$ cat config.mk
export PLATFORM = sky130hd
export DESIGN_NAME = inst_mem_ctrl
export DESIGN_NICKNAME = d
export VERILOG_FILES = /design/src/rtl/inst_mem_ctrl.sv
export SDC_FILE = /design/constraint.sdc
export NUM_CORES = 1
export LEC_CHECK = 0
export CAP_MARGIN = 20
export CORE_ASPECT_RATIO = 1.1
export CORE_MARGIN = 1.5
export CORE_UTILIZATION = 43
export CTS_CLUSTER_DIAMETER = 100
export CTS_CLUSTER_SIZE = 24
export DETAILED_ROUTE_END_ITERATION = 6
export PLACE_DENSITY = 0.79
export SYNTH_ARGS = -nofsm -noshare
export SYNTH_HDL_FRONTEND = slang
export SYNTH_SLANG_ARGS = --single-unit
$ cat constraint.sdc
create_clock -name clk -period 1.6 [get_ports clk]
set_input_delay 0.24 -clock clk [delete_from_list [all_inputs] [get_ports clk]]
set_output_delay 0.24 -clock clk [all_outputs]
set_load 0.03 [all_outputs]
$ cat src/rtl/inst_mem_ctrl.sv
// inst_mem_ctrl
//   Sequencer/arbiter that shares a byte-wide, combinationally-read
//   instruction RAM between the fetch stage and the program loader.
//   A fetch reads four sequential bytes from a word-aligned base and returns
//   them big-endian as one 32-bit word. A loader write is a single-cycle
//   byte write.
//
// Parameters
//   ADDR_W   RAM byte-address width (depth 2**ADDR_W)
//   ARB_MODE 0: loader has fixed priority, 1: round-robin on conflict
//
// Ports
//   clk, reset_n                 clock, asynchronous active-low reset
//   fetch_req/fetch_addr         fetch request (level) and byte address
//   fetch_busy                   high whenever the sequencer is not idle
//   fetch_valid/fetch_data       one-cycle response pulse, held data word
//   fetch_err                    (optional) out-of-range response flag
//   load_valid/addr/data         loader byte-write request
//   load_ready                   combinational; the write commits this edge
//   mem_addr/wdata/we/rdata      RAM interface
//
// Optional feature
//   `define INST_MEM_CTRL_RANGE_CHK_EN adds fetch_err. A fetch whose address
//   has any bit set at or above ADDR_W then skips the RAM and returns
//   data 0 with fetch_err = 1.
module inst_mem_ctrl #(
   parameter int ADDR_W   = 8,
   parameter int ARB_MODE = 0
) (
   input  logic              clk,
   input  logic              reset_n,
   input  logic              fetch_req,
   input  logic [31:0]       fetch_addr,
   output logic              fetch_busy,
   output logic              fetch_valid,
   output logic [31:0]       fetch_data,
`ifdef INST_MEM_CTRL_RANGE_CHK_EN
   output logic              fetch_err,
`endif
   input  logic              load_valid,
   input  logic [ADDR_W-1:0] load_addr,
   input  logic [7:0]        load_data,
   output logic              load_ready,
   output logic [ADDR_W-1:0] mem_addr,
   output logic [7:0]        mem_wdata,
   output logic              mem_we,
   input  logic [7:0]        mem_rdata
);

   typedef enum logic [1:0] {S_IDLE, S_READ, S_RESP} state_e;

   state_e            state_q, state_d;
   logic [1:0]        cnt_q, cnt_d;
   logic [ADDR_W-3:0] base_q, base_d;     // word index; byte offset is cnt
   logic [23:0]       asm_q, asm_d;       // first three bytes of the word
   logic [31:0]       data_q, data_d;
   logic              valid_q, valid_d;
   logic              err_q, err_d;
   logic              last_load_q, last_load_d;  // 1 = loader granted last

   logic grant_load, grant_fetch, addr_oor;

`ifdef INST_MEM_CTRL_RANGE_CHK_EN
   assign addr_oor  = (fetch_addr >> ADDR_W) != 32'd0;
   assign fetch_err = err_q;
   logic unused_ok;
   assign unused_ok = ^fetch_addr[1:0];
`else
   // Upper address bits alias onto the RAM.
   assign addr_oor = 1'b0;
   logic unused_ok;
   assign unused_ok = ^{fetch_addr[31:ADDR_W], fetch_addr[1:0], err_q};
`endif

   // Arbitration happens only in IDLE; grants are mutually exclusive.
   always_comb begin
      grant_load  = 1'b0;
      grant_fetch = 1'b0;
      if (state_q == S_IDLE) begin
         if (load_valid && fetch_req) begin
            if (ARB_MODE == 0) begin
               grant_load = 1'b1;
            end else begin
               grant_load  = !last_load_q;
               grant_fetch = last_load_q;
            end
         end else begin
            grant_load  = load_valid;
            grant_fetch = fetch_req;
         end
      end
   end

   // State register
   always_ff @(posedge clk or negedge reset_n) begin
      if (!reset_n) state_q <= S_IDLE;
      else          state_q <= state_d;
   end

   // Next state
   always_comb begin
      state_d = state_q;
      case (state_q)
         S_IDLE:  if (grant_fetch) state_d = addr_oor ? S_RESP : S_READ;
         S_READ:  if (cnt_q == 2'd3) state_d = S_RESP;
         S_RESP:  state_d = S_IDLE;
         default: state_d = S_IDLE;
      endcase
   end

   // Datapath next values
   always_comb begin
      cnt_d       = cnt_q;
      base_d      = base_q;
      asm_d       = asm_q;
      data_d      = data_q;
      valid_d     = 1'b0;
      err_d       = 1'b0;
      last_load_d = last_load_q;
      if (grant_load)  last_load_d = 1'b1;
      if (grant_fetch) begin
         last_load_d = 1'b0;
         base_d      = fetch_addr[ADDR_W-1:2];
         cnt_d       = 2'd0;
         if (addr_oor) begin
            data_d  = 32'd0;
            valid_d = 1'b1;
            err_d   = 1'b1;
         end
      end
      if (state_q == S_READ) begin
         cnt_d = cnt_q + 2'd1;
         case (cnt_q)
            2'd0: asm_d[23:16] = mem_rdata;
            2'd1: asm_d[15:8]  = mem_rdata;
            2'd2: asm_d[7:0]   = mem_rdata;
            default: begin
               // Publish the whole word at once so fetch_data only changes
               // together with fetch_valid.
               data_d  = {asm_q, mem_rdata};
               valid_d = 1'b1;
            end
         endcase
      end
   end

   always_ff @(posedge clk or negedge reset_n) begin
      if (!reset_n) begin
         cnt_q       <= 2'd0;
         base_q      <= '0;
         asm_q       <= 24'd0;
         data_q      <= 32'd0;
         valid_q     <= 1'b0;
         err_q       <= 1'b0;
         last_load_q <= 1'b0;
      end else begin
         cnt_q       <= cnt_d;
         base_q      <= base_d;
         asm_q       <= asm_d;
         data_q      <= data_d;
         valid_q     <= valid_d;
         err_q       <= err_d;
         last_load_q <= last_load_d;
      end
   end

   // Outputs
   always_comb begin
      fetch_busy  = (state_q != S_IDLE);
      fetch_valid = valid_q;
      fetch_data  = data_q;
      load_ready  = grant_load;
      mem_we      = grant_load;
      mem_wdata   = grant_load ? load_data : 8'd0;
      mem_addr    = '0;
      if (grant_load)             mem_addr = load_addr;
      else if (state_q == S_READ) mem_addr = {base_q, cnt_q};
   end

endmodule

==> key figures <==
Cells and area
  – Antenna Diode Count: 0
  – Layout cell share with drive strength beyond 1: 47.95%
  – # fillers: 492
  – Area added between synthesis and finish: 46.17%
  – Area occupied by multi-input gates: 1182 um2
  – Layout Utilization: 66.21%
  – FF/Latch Area: 1678 um2
  – Fin nets: 351

Clocking
  – Root Buffer: clkbuf_8
  – Num CTS Buffers: 9
  – Clock transition at path regs: 0.07 ns
  – Htree depth: 3
  – TritonCTS clock tree: built
  – Sink Count: 67
  – CTS max path bufs: 2
  – Insertion delay to the later sink of the worst-skew pair: 0.34 ns

Synthesis
  – Flops & latches, synth: 67
  – Mux share of post-synthesis cell area: 27.73%
  – Sequential area share after synthesis: 58.69%
  – Synth Area in Simple Gates: 6.045%
  – Compound-Gate Fraction of Synth Area: 2.672%
  – Dominant synthesized flop cell: dfrtp_1
  – Fraction of registers with async set/reset: 100.0%
  – Post-Synthesis Cells: 185
  – Number of flops mapped to enable cells by yosys: 0
  – Post-synthesis xor/xnor area fraction: 0%
  – Syn_nets: 249
  – Main combinational cell family by area after synthesis: multiplexers
  – Cell Area, Synth: 2856 um2
  – Post-Syn Area per Cell: 15.44 um2
  – Ys Warns: 0
  – Adder-cell share of the synthesized area: 1.752%
  – Netlist cell types: 24

Timing
  – Final setup margin: -0.1389 ns
  – Fmax: 575.1 MHz
  – Final setup violation count: 20
  – Final hold viol count: 0
  – Worst-Margin Slew: 0.5177 ns
  – Period Utilization, post-route: 108.7%
  – Tmin final: 1.739 ns
  – Hold WS: 0.3919 ns
  – Skew final: 0.008380 ns
  – Slew margin rel.: 65.49%
  – RSZ-0062 raised after global routing: true
  – Slew Viols, Final: 0

GRT
  – Vias in the first global route: 1908
  – First-pass GRT wire length: 9.508 mm
  – Gr usage total: 18.25%
  – Largest net degree at the start of global routing: 28
  – Grt ovf: 0
  – Initial antenna violation count: 0

Critical path
  – Reg2reg end: fetch_data[2]
  – CP endpoint: mem_wdata[2]
  – Crit path required time: 1.36 ns
  – Reg-to-reg setup timing slack: 0 ns
  – CP peak stage delay: 0.42 ns
  – Critical path's slowest cell: dfrtp_1
  – Crit path from: state_q[0]
  – Worst reg2reg path depth: 4
  – Startpoint types: flip-flop
  – Worst setup EP type: output port
  – WP buf/inv: 1
  – WS Path Type: reg2out
  – Critical Path AT: 1.50 ns
  – Critical path's top delay family: simple AND/OR/NAND/NOR gates
  – Ordered cell list for the critical path: or2_4 -> nor2_4 -> and2_4 -> buf_6
  – Critical R2R Launch: cnt_q[0]
  – CP max FO: 5
  – Cell count along the critical path: 4

Route
  – Via count: 1867
  – Detailed Route WL: 6.070 mm
  – Initial drt markers: 72
  – Vias per cell: 5.019
  – Post-route DRC violation count: 0
  – Pre-antenna DRT Iters: 4
  – Routed Antenna Nets: 0
  – Routed len/inst: 16.32 um

Floorplan
  – Core ar.: 6306 um2
  – Row cnt: 30
  – Die ar.: 7141 um2
  – Die Width: 80.71 um
  – Initial core utilization: 45.30%
  – Die H: 88.48 um
  – I/O pin count: 112

Power
  – Cell Pwr Density: 2280 nW/um2
  – Static leakage: 1.931 nW
  – Worst-case vdd ir drop: 1.256 mV
  – Total power: 9.520 mW

Run status
  – Failing checks: setup timing
  – Outcome: finished, violations left

Placed design
  – Buffers on Ports: 85
  – Routability cong.: 0.6923
  – Detailed placement HPWL: 4.008 mm
  – Worst slack at placement: -0.2479 ns

Hold path
  – Worst hold path type: in2async

Flow run
  – Max Cap Violations: 0
metal layers:
metal  wire (um)  global-route usage (%)  vias up
li1            -                       -      851
met1        2664                   22.92      952
met2        2939                   29.03       55
met3         378                   6.495        9
met4          89                   7.053        0
met5           0                       0        -
flip-flops by register name (all words and copies together), names as in the netlist:
signal / flops
asm_q: 24
base_q: 6
cnt_q: 2
fetch_data: 32
fetch_valid: 1
state_q: 2
power breakdown:
part	switching (mW)	internal, mW
combinational	2.54	2.34
sequential	0.467	2.57
clock	0.642	0.961
synthesized netlist by cell type, types with 2 or more instances:
master,count,area share [%]
dfrtp_1,67,59
mux2_2,45,18
mux2_4,19,10
nor2_1,9,1.2
a22oi_1,8,2.1
and2_1,8,1.8
inv_1,5,0.66
ha_1,4,1.8
nand2_2,3,0.66
buf_8,2,1.1
clkbuf_1,2,0.26
layout make-up:
class | instances | area share [%]
flip-flops and latches | 67 | 40.19
multi-input cells | 106 | 28.32
repair buffers | 97 | 22.92
clock buffers | 12 | 3.716
well taps | 80 | 2.397
clock inverters | 4 | 1.738
inverters | 6 | 0.7192
stage by stage:
step	instances	area [um2]	TNS [ns]
floorplan	185	2904	0
global placement	349	3811	-1.784
detailed placement	349	3811	-1.842
CTS	371	4134	-1.813
global route	372	4175	-3.946
finish	372	4175	-1.950
cell families (layout without fill, tap and decap cells):
family / after synthesis / count (layout)
AO/OA/AOI/OAI: 10 / 10
adder cells (fa/ha/maj): 4 / 4
buffers and inverters: 13 / 119
flip-flops: 67 / 67
multiplexers: 64 / 64
AND/OR/NAND/NOR: 27 / 28
worst min path at each step:
stage	startpoint	end	slack, ns	cells after the start
final	reset_n	fetch_data[6]	0.39	2
after global routing	reset_n	fetch_data[6]	0.45	2
after CTS	reset_n	fetch_data[6]	0.40	2
after global placement	reset_n	fetch_data[6]	0.24	1
after floorplan	reset_n	asm_q[0]	-0.06	0
after detailed placement	reset_n	fetch_data[6]	0.24	1
what timing repair did:
item,CTS,global route
endpoints found under the hold margin,18,0
resized for setup,56,8
pin swaps,11,8
cloned,1,0
hold buffers,1,0
setup buffers,4,1
setup endpoints to repair,55,46
layout by cell type, fill, tap and decap left out:
master           synthesis  layout
dfrtp_1                 67      66
mux2_2                  45      45
clkdlybuf4s50_1          0      32
dlygate4sd2_1            0      32
buf_6                    1      21
mux2_4                  19      19
clkbuf_8                 0      11
and2_4                   0       8
nor2_2                   1       8
buf_4                    1       7
a22oi_1                  8       6
inv_1                    5       5
ha_1                     4       4
nor2_4                   1       3
nand2_4                  0       3
nor2b_4                  1       2
a22oi_2                  0       2
bufinv_16                0       2
buf_12                   0       2
or2_4                    0       1
nand2_8                  1       1
inv_8                    0       1
nand2b_1                 1       1
nor2_1                   9       1
a21o_1                   1       1
a22o_1                   1       1
clkinv_2                 0       1
clkinvlp_4               0       1
clkbuf_1                 2       1
dlygate4sd3_1            0       1
buf_2                    1       1
dlymetal6s2s_1           0       1
dfrtp_2                  0       1
(Power assumes the default switching activity.)
